File: config.mk
export PLATFORM = sky130hd
export DESIGN_NAME = bp_lite_to_stream_buffered_flat
export DESIGN_NICKNAME = d
export VERILOG_FILES = /design/src/rtl/bp_lite_to_stream_buffered_pkg.sv /design/src/rtl/bp_lite_to_stream_buffered_if.sv /design/src/rtl/bp_lite_to_stream_buffered_beat_gen.sv /design/src/rtl/bp_lite_to_stream_buffered.sv /design/src/flat_wrapper.sv
export SDC_FILE = /design/constraint.sdc
export NUM_CORES = 1
export LEC_CHECK = 0
export BUFFER_PORTS_ARGS = -buffer_cell sky130_fd_sc_hd__clkbuf_2
export CORE_ASPECT_RATIO = 0.9
export CORE_UTILIZATION = 56
export CTS_CLUSTER_DIAMETER = 50
export DETAILED_ROUTE_END_ITERATION = 6
export PLACE_DENSITY = 0.89
export SETUP_SLACK_MARGIN = 0.5
export SKIP_LAST_GASP = 1
export SLEW_MARGIN = 20
export SYNTH_ARGS = -nofsm -noshare
export SYNTH_HDL_FRONTEND = slang
export SYNTH_HIERARCHICAL = 1
export SYNTH_SLANG_ARGS = --single-unit
File: constraint.sdc
create_clock -name clk_i -period 19.1 [get_ports clk_i]
set_clock_uncertainty 0.1 [all_clocks]
set_input_delay 1.91 -clock clk_i [delete_from_list [all_inputs] [get_ports clk_i]]
set_output_delay 1.91 -clock clk_i [all_outputs]
set_load 0.1 [all_outputs]
File: src/rtl/bp_lite_to_stream_buffered_pkg.sv
// Shared BedRock message types, address-mode encoding and beat-count helper
// for the buffered Lite-to-Stream converter.
package bp_lite_to_stream_buffered_pkg;

  localparam int paddr_width_gp   = 40;
  localparam int payload_width_gp = 1;

  typedef enum logic [3:0] {
    e_bedrock_mem_rd    = 4'd0,
    e_bedrock_mem_wr    = 4'd1,
    e_bedrock_mem_uc_rd = 4'd2,
    e_bedrock_mem_uc_wr = 4'd3,
    e_bedrock_mem_pre   = 4'd4,
    e_bedrock_mem_amo   = 4'd5
  } bp_bedrock_mem_type_e;

  typedef enum logic [2:0] {
    e_bedrock_msg_size_1   = 3'd0,
    e_bedrock_msg_size_2   = 3'd1,
    e_bedrock_msg_size_4   = 3'd2,
    e_bedrock_msg_size_8   = 3'd3,
    e_bedrock_msg_size_16  = 3'd4,
    e_bedrock_msg_size_32  = 3'd5,
    e_bedrock_msg_size_64  = 3'd6,
    e_bedrock_msg_size_128 = 3'd7
  } bp_bedrock_msg_size_e;

  typedef struct packed {
    logic [payload_width_gp-1:0] payload;
    bp_bedrock_msg_size_e        size;
    logic [paddr_width_gp-1:0]   addr;
    bp_bedrock_mem_type_e        msg_type;
  } bp_bedrock_mem_header_s;

  typedef enum logic {
    e_addr_linear = 1'b0,
    e_addr_wrap   = 1'b1
  } bp_addr_mode_e;

  // Messages without data, or smaller than one beat, still occupy one beat.
  function automatic logic [7:0] beats_f(input bp_bedrock_msg_size_e size,
                                         input logic has_data,
                                         input int unsigned out_bytes);
    int unsigned n;
    n = (32'd1 << size) / out_bytes;
    if (!has_data || n == 0) n = 1;
    return 8'(n);
  endfunction

endpackage

File: src/rtl/bp_lite_to_stream_buffered_if.sv
// Lite input and Stream output bundle; signal names are from the converter's side.
interface bp_lite_to_stream_buffered_if
  import bp_lite_to_stream_buffered_pkg::*;
#(
  parameter int in_data_width_p  = 512,
  parameter int out_data_width_p = 64
) ();

  bp_bedrock_mem_header_s      in_msg_header_i;
  logic [in_data_width_p-1:0]  in_msg_data_i;
  logic                        in_msg_v_i;
  logic                        in_msg_ready_and_o;
  bp_bedrock_mem_header_s      out_msg_header_o;
  logic [out_data_width_p-1:0] out_msg_data_o;
  logic                        out_msg_v_o;
  logic                        out_msg_ready_and_i;
  logic                        out_msg_last_o;

  modport slave (
    input  in_msg_header_i, in_msg_data_i, in_msg_v_i, out_msg_ready_and_i,
    output in_msg_ready_and_o, out_msg_header_o, out_msg_data_o, out_msg_v_o,
           out_msg_last_o
  );

  modport master (
    output in_msg_header_i, in_msg_data_i, in_msg_v_i, out_msg_ready_and_i,
    input  in_msg_ready_and_o, out_msg_header_o, out_msg_data_o, out_msg_v_o,
           out_msg_last_o
  );

endinterface

File: src/rtl/bp_lite_to_stream_buffered_beat_gen.sv
// Per-beat counter and address generator for one BedRock stream message;
// shared by both conversion directions.
module bp_lite_to_stream_buffered_beat_gen
  import bp_lite_to_stream_buffered_pkg::*;
#(
  parameter int            out_data_width_p = 64,
  parameter int            stream_words_p   = 8,
  parameter int unsigned   payload_mask_p   = 0,
  parameter bp_addr_mode_e wrap_mode_p      = e_addr_wrap,
  localparam int           len_w_lp         = (stream_words_p > 1) ? $clog2(stream_words_p) : 1
) (
  input  logic                       clk_i,
  input  logic                       reset_i,
  input  logic                       v_i,
  input  logic                       ready_and_i,
  input  bp_bedrock_mem_type_e       msg_type_i,
  input  bp_bedrock_msg_size_e       size_i,
  input  logic [paddr_width_gp-1:0]  addr_i,
  output logic [len_w_lp-1:0]        word_o,
  output logic [paddr_width_gp-1:0]  addr_o,
  output logic                       last_o,
  output logic                       done_o
);

  localparam int          off_w_lp = $clog2(out_data_width_p / 8);
  localparam logic [15:0] mask_lp  = 16'(payload_mask_p);

  logic [7:0]          k_q, k_d, beats;
  logic [len_w_lp-1:0] first, idx;
  logic [8:0]          sum;

  assign beats  = beats_f(size_i, mask_lp[msg_type_i], out_data_width_p / 8);
  assign first  = addr_i[off_w_lp +: len_w_lp];
  assign sum    = 9'(first) + 9'(k_q);
  assign idx    = (wrap_mode_p == e_addr_wrap) ? len_w_lp'(sum % 9'(stream_words_p))
                                               : len_w_lp'(sum);
  assign word_o = len_w_lp'(k_q);
  assign addr_o = {addr_i[paddr_width_gp-1:off_w_lp+len_w_lp], idx, addr_i[off_w_lp-1:0]};
  assign last_o = v_i & (k_q == beats - 8'd1);
  assign done_o = last_o & ready_and_i;

  // NOTE: every always_comb output gets a default first so no path can infer a latch.
  always_comb begin
    k_d = k_q;
    if (v_i && ready_and_i) k_d = last_o ? '0 : k_q + 8'd1;
  end

  // NOTE: sequential state uses non-blocking assignments only, so all flops update together.
  always_ff @(posedge clk_i) begin
    if (reset_i) k_q <= '0;
    else         k_q <= k_d;
  end

  // A linear stream must not run past the end of the data block.
  always_ff @(posedge clk_i) begin
    if (!reset_i && v_i && wrap_mode_p == e_addr_linear)
      assert (int'(first) + int'(beats) <= stream_words_p)
        else $error("linear stream overflows the data block");
  end

endmodule

File: src/rtl/bp_lite_to_stream_buffered.sv
// Buffered BedRock Lite to Stream converter: a small registered FIFO of Lite
// messages drained one narrow beat at a time, with back-to-back streams.
module bp_lite_to_stream_buffered
  import bp_lite_to_stream_buffered_pkg::*;
#(
  parameter int            in_data_width_p  = 512,
  parameter int            out_data_width_p = 64,
  parameter int            payload_width_p  = 1,
  parameter int unsigned   payload_mask_p   = 0,
  parameter int            buffer_els_p     = 2,
  parameter bp_addr_mode_e wrap_mode_p      = e_addr_wrap
) (
  input  logic                        clk_i,
  input  logic                        reset_i,
  bp_lite_to_stream_buffered_if.slave msg_if
);

  localparam int stream_words_lp = in_data_width_p / out_data_width_p;
  localparam int len_w_lp        = (stream_words_lp > 1) ? $clog2(stream_words_lp) : 1;
  localparam int ptr_w_lp        = (buffer_els_p > 1) ? $clog2(buffer_els_p) : 1;
  localparam int cnt_w_lp        = $clog2(buffer_els_p + 1);
  localparam logic [ptr_w_lp-1:0] last_ptr_lp = ptr_w_lp'(buffer_els_p - 1);
  localparam logic [cnt_w_lp-1:0] full_cnt_lp = cnt_w_lp'(buffer_els_p);

  if (in_data_width_p < out_data_width_p) begin : g_err_narrow
    $error("in_data_width_p must be at least out_data_width_p");
  end
  if (in_data_width_p % out_data_width_p != 0) begin : g_err_ratio
    $error("in_data_width_p must be a multiple of out_data_width_p");
  end
  if (buffer_els_p < 1) begin : g_err_depth
    $error("buffer_els_p must be at least 1");
  end
  if (payload_width_p != payload_width_gp) begin : g_err_payload
    $error("payload_width_p must match the packaged header payload width");
  end

  bp_bedrock_mem_header_s     hdr_mem_q  [buffer_els_p];
  logic [in_data_width_p-1:0] data_mem_q [buffer_els_p];
  logic [ptr_w_lp-1:0]        rd_ptr_q, rd_ptr_d, wr_ptr_q, wr_ptr_d;
  logic [cnt_w_lp-1:0]        cnt_q, cnt_d;
  logic                       push, pop, full, empty;

  bp_bedrock_mem_header_s                           head_hdr;
  logic [stream_words_lp-1:0][out_data_width_p-1:0] head_words;
  logic [len_w_lp-1:0]                              word_idx;
  logic [paddr_width_gp-1:0]                        beat_addr;
  logic                                             beat_last;

  assign full  = (cnt_q == full_cnt_lp);
  assign empty = (cnt_q == '0);
  assign push  = msg_if.in_msg_v_i & ~full;
  assign msg_if.in_msg_ready_and_o = ~full;

  always_comb begin
    wr_ptr_d = wr_ptr_q;
    rd_ptr_d = rd_ptr_q;
    cnt_d    = cnt_q;
    if (push) wr_ptr_d = (wr_ptr_q == last_ptr_lp) ? '0 : wr_ptr_q + 1'b1;
    if (pop)  rd_ptr_d = (rd_ptr_q == last_ptr_lp) ? '0 : rd_ptr_q + 1'b1;
    case ({push, pop})
      2'b10:   cnt_d = cnt_q + 1'b1;
      2'b01:   cnt_d = cnt_q - 1'b1;
      default: cnt_d = cnt_q;
    endcase
  end

  always_ff @(posedge clk_i) begin
    if (reset_i) begin
      rd_ptr_q <= '0;
      wr_ptr_q <= '0;
      cnt_q    <= '0;
    end else begin
      rd_ptr_q <= rd_ptr_d;
      wr_ptr_q <= wr_ptr_d;
      cnt_q    <= cnt_d;
    end
  end

  // NOTE: storage is deliberately not reset; the occupancy count alone decides validity.
  always_ff @(posedge clk_i) begin
    if (push) begin
      hdr_mem_q[wr_ptr_q]  <= msg_if.in_msg_header_i;
      data_mem_q[wr_ptr_q] <= msg_if.in_msg_data_i;
    end
  end

  assign head_hdr   = hdr_mem_q[rd_ptr_q];
  assign head_words = data_mem_q[rd_ptr_q];

  bp_lite_to_stream_buffered_beat_gen #(
    .out_data_width_p (out_data_width_p),
    .stream_words_p   (stream_words_lp),
    .payload_mask_p   (payload_mask_p),
    .wrap_mode_p      (wrap_mode_p)
  ) u_beat_gen (
    .clk_i       (clk_i),
    .reset_i     (reset_i),
    .v_i         (~empty),
    .ready_and_i (msg_if.out_msg_ready_and_i),
    .msg_type_i  (head_hdr.msg_type),
    .size_i      (head_hdr.size),
    .addr_i      (head_hdr.addr),
    .word_o      (word_idx),
    .addr_o      (beat_addr),
    .last_o      (beat_last),
    .done_o      (pop)
  );

  always_comb begin
    msg_if.out_msg_header_o      = head_hdr;
    msg_if.out_msg_header_o.addr = beat_addr;
  end

  assign msg_if.out_msg_data_o = head_words[word_idx];
  assign msg_if.out_msg_v_o    = ~empty;
  assign msg_if.out_msg_last_o = beat_last;

endmodule

File: src/flat_wrapper.sv
// flat-port wrapper written by rule: the top's interface ports become plain ports
module bp_lite_to_stream_buffered_flat import bp_lite_to_stream_buffered_pkg::*;
#(
  parameter int            in_data_width_p  = 512,
  parameter int            out_data_width_p = 64,
  parameter int            payload_width_p  = 1,
  parameter int unsigned   payload_mask_p   = 0,
  parameter int            buffer_els_p     = 2,
  parameter bp_addr_mode_e wrap_mode_p      = e_addr_wrap
)
  (clk_i, reset_i, msg_if_in_msg_header_i, msg_if_in_msg_data_i, msg_if_in_msg_v_i, msg_if_out_msg_ready_and_i, msg_if_in_msg_ready_and_o, msg_if_out_msg_header_o, msg_if_out_msg_data_o, msg_if_out_msg_v_o, msg_if_out_msg_last_o);
  bp_lite_to_stream_buffered_if #(.in_data_width_p(in_data_width_p), .out_data_width_p(out_data_width_p)) msg_if_i ();
  input  logic clk_i;
  input  logic reset_i;
  input wire logic [$bits(msg_if_i.in_msg_header_i)-1:0] msg_if_in_msg_header_i;
  input wire logic [$bits(msg_if_i.in_msg_data_i)-1:0] msg_if_in_msg_data_i;
  input wire logic [$bits(msg_if_i.in_msg_v_i)-1:0] msg_if_in_msg_v_i;
  input wire logic [$bits(msg_if_i.out_msg_ready_and_i)-1:0] msg_if_out_msg_ready_and_i;
  output wire logic [$bits(msg_if_i.in_msg_ready_and_o)-1:0] msg_if_in_msg_ready_and_o;
  output wire logic [$bits(msg_if_i.out_msg_header_o)-1:0] msg_if_out_msg_header_o;
  output wire logic [$bits(msg_if_i.out_msg_data_o)-1:0] msg_if_out_msg_data_o;
  output wire logic [$bits(msg_if_i.out_msg_v_o)-1:0] msg_if_out_msg_v_o;
  output wire logic [$bits(msg_if_i.out_msg_last_o)-1:0] msg_if_out_msg_last_o;
  assign msg_if_i.in_msg_header_i = msg_if_in_msg_header_i;
  assign msg_if_i.in_msg_data_i = msg_if_in_msg_data_i;
  assign msg_if_i.in_msg_v_i = msg_if_in_msg_v_i;
  assign msg_if_i.out_msg_ready_and_i = msg_if_out_msg_ready_and_i;
  assign msg_if_in_msg_ready_and_o = msg_if_i.in_msg_ready_and_o;
  assign msg_if_out_msg_header_o = msg_if_i.out_msg_header_o;
  assign msg_if_out_msg_data_o = msg_if_i.out_msg_data_o;
  assign msg_if_out_msg_v_o = msg_if_i.out_msg_v_o;
  assign msg_if_out_msg_last_o = msg_if_i.out_msg_last_o;
  bp_lite_to_stream_buffered #(.in_data_width_p(in_data_width_p), .out_data_width_p(out_data_width_p), .payload_width_p(payload_width_p), .payload_mask_p(payload_mask_p), .buffer_els_p(buffer_els_p), .wrap_mode_p(wrap_mode_p)) u_core (.clk_i(clk_i), .reset_i(reset_i), .msg_if(msg_if_i));
endmodule
## Word-level counts from Yosys, hierarchy flattened

Memories as Yosys holds them, arrays and structs flattened. A register that Yosys moved wholly into a read port is not among the register bits.
Cells that the tools add are included.

| cells by class | value |
|---|---|
| $add $sub $neg | 7 |
| multipliers | 0 |
| div/mod/pow operators | 0 |
| magnitude comparators | 2 |
| eq/ne operators | 4 |
| shifts and indexed selects | 1 |
| mux-type cells | 14 |
| bitwise operators | 5 |
| reduce and logical (&&, ||, !) cells | 6 |

Operators by type and width:

| kind | number |
|---|---|
| 64-bit binary-select mux with 3-bit select | 1 |
| 64-bit 2-to-1 mux | 1 |
| 32-bit zero test | 1 |
| 1-bit by 3-bit left shift with 32-bit output (first input constant) | 1 |
| 8-bit 2-to-1 mux | 2 |
| 1-bit 2-to-1 mux | 9 |
| 8-bit by 1-bit adder with 8-bit output (second input constant) | 1 |
| 8-bit == test | 1 |
| 8-bit by 1-bit subtractor with 8-bit output (second input constant) | 1 |
| 4-bit by 5-bit less-than comparator with 1-bit output (second input constant) | 1 |
| 2-bit == test (second input constant) | 2 |
| 3-bit by 4-bit less-than comparator with 1-bit output (second input constant) | 1 |
| 2-bit one-hot mux with 2 select lines | 1 |
| 3-bit adder | 1 |
| 1-bit bitwise AND | 3 |
| 1-bit adder (second input constant) | 2 |
| 2-bit by 1-bit adder with 2-bit output (second input constant) | 1 |
| 2-bit by 1-bit == test with 1-bit output (second input constant) | 1 |
| 2-bit zero test | 1 |
| 1-bit inverter | 2 |
| 2-bit nonzero test | 1 |
| 2-bit by 1-bit subtractor with 2-bit output (second input constant) | 1 |
| 1-bit logical AND | 1 |
| 1-bit zero test | 1 |
| 1-bit logical OR | 1 |

| word-level totals | value |
|---|---|
| register bits after elaboration | 12 |
| latch bits | 0 |
| memory bits (writable) | 1120 |
| ROM bits | 16 |
| bits of input ports | 564 |
| output and inout bits | 115 |
| logic and storage cells | 46 |
| memories kept | 3 |

Memories:

| memory | words | width | read ports | clocked after memory_dff | wr ports | RTL line | source |
|---|---|---|---|---|---|---|---|
| u_core.data_mem_q | 2 | 512 | 1 | 1 | 1 | bp_lite_to_stream_buffered.sv:39 | `logic [in_data_width_p-1:0] data_mem_q [buffer_els_p];` |
| u_core.hdr_mem_q | 2 | 48 | 1 | 1 | 1 | bp_lite_to_stream_buffered.sv:38 | `bp_bedrock_mem_header_s hdr_mem_q [buffer_els_p];` |
| (no name shown) | 16 | 1 | 1 | 0 | 0 | bp_lite_to_stream_buffered_beat_gen.sv:32 | `assign beats = beats_f(size_i, mask_lp[msg_type_i], out_data_width_p / 8);` |

## Depth between registers and ports, before layout

| depth | value |
|---|---|
| depth after elaboration | 11 |
| mapped depth | 11 |
| depth with buffers taken out | 8 |

## Hierarchy

Netlist, hierarchy kept.

Modules (own cells, without submodules):

| module | times used | cells each | area each (µm²) | sequential area each (µm²) |
|---|---|---|---|---|
| bp_lite_to_stream_buffered | 1 | 1740 | 41906.4 | 33732.4 |
| bp_lite_to_stream_buffered_beat_gen | 1 | 98 | 792.0 | 160.2 |

## Worst setup path before layout

OpenSTA, ideal clock, no wires.

| timing path | value |
|---|---|
| kind | input-to-reg |
| start | input port msg_if_in_msg_v_i |
| end | memory u_core.data_mem_q[1][0] (enable) |
| library setup time | 1002 ps |
| data arrival time | 14641 ps |
| setup slack | 3357 ps |
| stages on the path | 1 |
| buffers on the path | 0 |
| cells stage by stage | and3_1 |

| on the way | value |
|---|---|
| cells in the longest elaborated chain, start to end | 3 |

Ends and longest elaborated chain:

| what | RTL line | source |
|---|---|---|
| start, declared | flat_wrapper.sv:17 | `input wire logic [$bits(msg_if_i.in_msg_v_i)-1:0] msg_if_in_msg_v_i;` |
| 1-bit bitwise AND | bp_lite_to_stream_buffered.sv:52 | `assign push = msg_if.in_msg_v_i & ~full;` |
| 1-bit 2-to-1 mux | bp_lite_to_stream_buffered.sv:82 | `if (push) begin` |
| 1-bit 2-to-1 mux (not written as such) | bp_lite_to_stream_buffered.sv:84 | `data_mem_q[wr_ptr_q] <= msg_if.in_msg_data_i;` |
| end, declared | bp_lite_to_stream_buffered.sv:39 |  |

No other way between the ends.

==> summary.md <==
| Metric | Value |
|---|---|
| Hold Vio Cnt, Final | 0 |
| Largest net degree at the start of global routing | 180 |
| Layout Area Growth over Synthesis | 17.6% |
| I/O Pins | 679 |
| Total wire length | between 100 and 150 mm |
| PwrDens | 151 mW/mm^2 |
| Antenna violations before repair | 34 |
| Initial Utilization | 0.569 |
| DR vias/cell | between 6 and 7 |
| Met1 Use GR | 0.291 |
| Async SR Flop Fraction | 0 |
| Kind of end point of the critical path | primary output |
| Routability Congestion | approximately 0.85 |
| Critical Path Start Type | flip-flop |
| Slew HR | 0.208 |
| First-pass GRT wire length | around 150 mm |
| Antenna Nets Post-Route | 0 |
| Critical path's slowest cell | buf_4 |
| Post-DR wirelength/cell | approximately 28 microns |
| Largest vdd supply drop | between 150 and 200 uV |
| Main synth FF type | edfxtp_1 |
| CTS buffer count | about 100 |
| Worst skew pair latency | 0.66 ns |
| Synthesized net count | about 2400 |
| Int Pwr | about 5 mW |
| Hold-critical path endpoint | u_core/u_beat_gen/k_q[7] |
| Mean Syn Cell Area | between 20 and 25 sq um |
| Final #Nets | about 3100 |
| I/O Buffers | 678 |
| Max_cap viols | 0 |
| 1st-pass router iterations | 5 |
| Row cnt | 95 |
| Reg2reg end | u_core/data_mem_q[0][35] |
| Post-synth EDFFs | around 1100 |
| Clk sinks | approximately 1100 |
| DR DRC count | 0 |
| Critical path class | flip-flop to primary output |
| Unique masters post-synth | 35 |
| Clk pwr share | 0.265 |
| Finished Layout Cells | about 3600 |
| RSZ-0062 raised after global routing | false |
| Vias in the first global route | roughly 24000 |
| FF-to-FF path depth | 5 |
| Detailed router's first-iteration violation count | ~2400 |
| Gate Count Post-Synth | between 1500 and 2000 |
| Top cell by count, worst path | buf_4 |
| Crit path time final | about 7.3 ns |
| Placed Cells | ~3400 |
| R2r startpoint | u_core/cnt_q[0] |
| Worst Hold Launch | u_core/u_beat_gen/k_q[7] |
| M2 GR Usage | 0.468 |
| Critical Path AT | around 5.3 ns |
| Post-CTS Repair Setup Buffers | 0 |
| HPWL Detailed | 63.8 mm |
| Seq pwr share | 0.430 |
| Worst min path class | flip-flop to flip-flop |
| Final setup violation count | 0 |
| Share of cells above drive strength 1 | 0.447 |
| Logic pwr share | 0.305 |
| Fin Setup TNS | 0 ns |
| WP data required | about 17 ns |
| Worst-path fanout max | 52 |
| Status | complete, no violations |
| Grt met3 use | 0.0665 |
| Tcrit/Tclk final | 0.381 |
| Slew @ Worst Pin | between 1 and 1.5 ns |
| Total net switching power | ~2.6 mW |
| Die footprint | approximately 0.077 sq mm |
| R2R Setup Slk | 14.90 ns |
| Clock transition at path regs | around 0.060 ns |
| Most Crowded Layer GR | met2 |
| Chip height | between 200 and 300 microns |
| Crit-path leading delay family | buffers and inverters |
| CTS tree | built |
| FF+latch count, synth | about 1100 |
| Peak Freq | approximately 140 MHz |
| Max stage delay on crit path | between 0.8 and 0.9 ns |
| Overflow after GRT | 0 |
| Sequential-to-total area share from yosys stat | 0.794 |
| WHS Path Cells | 2 |
| Total GRT Usage | 0.262 |
| P_leak | roughly 17 nW |
| CP Buf/Inv Count | 4 |
| Core area | between 0.07 and 0.08 sq mm |
| Synth warn | 6 |
| Fillers | 4444 |
| DR vias | 22016 |
| Syn Std Cell Area | about 0.043 sq mm |
| Switching share of total power | 0.346 |
| Die Width | 293 microns |
| CTS Root Buffer Type | clkbuf_16 |
| Crit path cell chain | buf_4 -> buf_4 -> buf_4 -> mux4_2 -> a22oi_1 -> nand2_1 -> clkbuf_2 |
| CTS Buffer Depth | 3 |
| Post_cts resized | 0 |
| CTS HTree Levels | 3 |
| Fin. max-slew vios | 0 |
| Hold bufs inserted after CTS | 0 |
==> tightest hold or removal path: stages (launching register included) <==
cell and delay (ns):
dfxtp_1 0.33, o31ai_1 0.07, a21oi_1 0.06
==> power groups by stage <==
stage / sequential, mW / clock, mW / combinational, mW
6_report: 3.25 / 2.00 / 2.31
5_1_grt: 3.27 / 2.12 / 2.39
4_1_cts: 3.27 / 2.03 / 2.30
3_5_place_dp: 3.31 / 0 / 2.27
3_3_place_gp: 3.27 / 0 / 2.22
2_1_floorplan: 3.44 / 0 / 1.92
==> layout by cell type, fill, tap and decap left out, types with 3 or more instances in the layout <==
cell type      n
edfxtp_1    1120
clkbuf_2     678
mux4_2       256
a22oi_1      128
clkbuf_16    107
nand2_1       70
mux2_2        48
clkinv_1      31
diode_2       27
clkbuf_1      20
buf_4         18
clkinv_2      11
dfxtp_1       11
a21oi_1        8
inv_1          8
bufinv_16      7
clkinvlp_4     5
nor2_1         5
inv_6          4
xnor2_1        4
o21ai_0        4
or3_1          4
ha_1           4
buf_12         4
nand3_1        4
inv_8          3
xor2_1         3
==> layer usage <==
metal / routed length (microns) / up-vias / share of wire
met5: 139 / - / 0.0014
met4: 4650 / 22 / 0.045
met3: 9170 / 311 / 0.089
met2: 55100 / 1325 / 0.54
met1: 33400 / 11228 / 0.33
li1: - / 9130 / -
==> area by class of cell <==
| type | instances | area [sq um] | share of cell area |
|---|---|---|---|
| antenna | 27 | 67.6 | 0.00135 |
| clock buffer | 127 | 2750 | 0.0548 |
| clock inverter | 65 | 563 | 0.0112 |
| inverter | 9 | 46.3 | 0.000922 |
| multi-input combinational | 559 | 7970 | 0.159 |
| sequential | 1133 | 33900 | 0.675 |
| tap | 1018 | 1270 | 0.0254 |
| timing repair buffer | 701 | 3640 | 0.0724 |
==> worst max path at each step <==
stage / end / cells past startpoint / startpoint
after floorplan: u_core/data_mem_q[1][0] / 1 / msg_if_in_msg_v_i
after global placement: msg_if_out_msg_data_o[30] / 7 / flip-flop
after detailed placement: msg_if_out_msg_data_o[27] / 7 / flip-flop
after CTS: msg_if_out_msg_data_o[32] / 7 / flip-flop
after global routing: msg_if_out_msg_data_o[31] / 7 / flip-flop
final: msg_if_out_msg_data_o[32] / 7 / flip-flop
==> synthesized netlist by cell type (2+ instances only) <==
cell         n  share of area
nand4_1      2        0.00029
nor2b_1      2        0.00029
dfxtp_1     13         0.0061
a22oi_1    128          0.023
mux2_2      48          0.013
ha_1         4         0.0012
clkbuf_1    38         0.0033
inv_1        9        0.00079
nand2_1     70         0.0062
edfxtp_1  1120           0.79
or4_1        2        0.00035
buf_4       56         0.0098
a21oi_1      8        0.00094
o31ai_1      2        0.00035
mux4_2     256           0.14
buf_2       18         0.0021
o21ai_0      4        0.00047
buf_6       11         0.0029
nor2_1       6        0.00053
or3_1        4        0.00059
buf_1       14         0.0012
xor2_1       3        0.00062
nand3_1      4        0.00047
xnor2_1      4        0.00082
or2_2        2        0.00029
==> kinds of logic after synthesis <==
| family | after synthesis | synth area share |
|---|---|---|
| buffers and inverters | 146 | 0.0202 |
| AOI/OAI and AO/OA | 144 | 0.0251 |
| adders and majority gates | 5 | 0.00164 |
| xor gates and xnor gates | 7 | 0.00144 |
| and+or+nand+nor | 99 | 0.0101 |
| muxes | 304 | 0.148 |
| DFF | 1133 | 0.794 |
==> through the flow <==
stage	setup WS (ns)	cell area, sq um	utilization	total power, mW	hold WS, ns
2_1_floorplan	3.36	42700	-	5.36	0.352
3_3_place_gp	11.88	46800	0.624	5.49	0.363
3_5_place_dp	11.81	46800	0.624	5.58	0.397
4_1_cts	11.05	50100	0.668	7.60	0.410
5_1_grt	11.34	50200	0.669	7.78	0.418
6_report	11.83	50200	0.669	7.57	0.412
==> state kept, by name (all words and copies together) (netlist names), named ones only <==
name,cells
u_core/data_mem_q,1024
u_core/hdr_mem_q,96
u_core/u_beat_gen/k_q,8
u_core/cnt_q,2
u_core/rd_ptr_q,1
u_core/wr_ptr_q,1
Power figures use the tool's default switching activity.
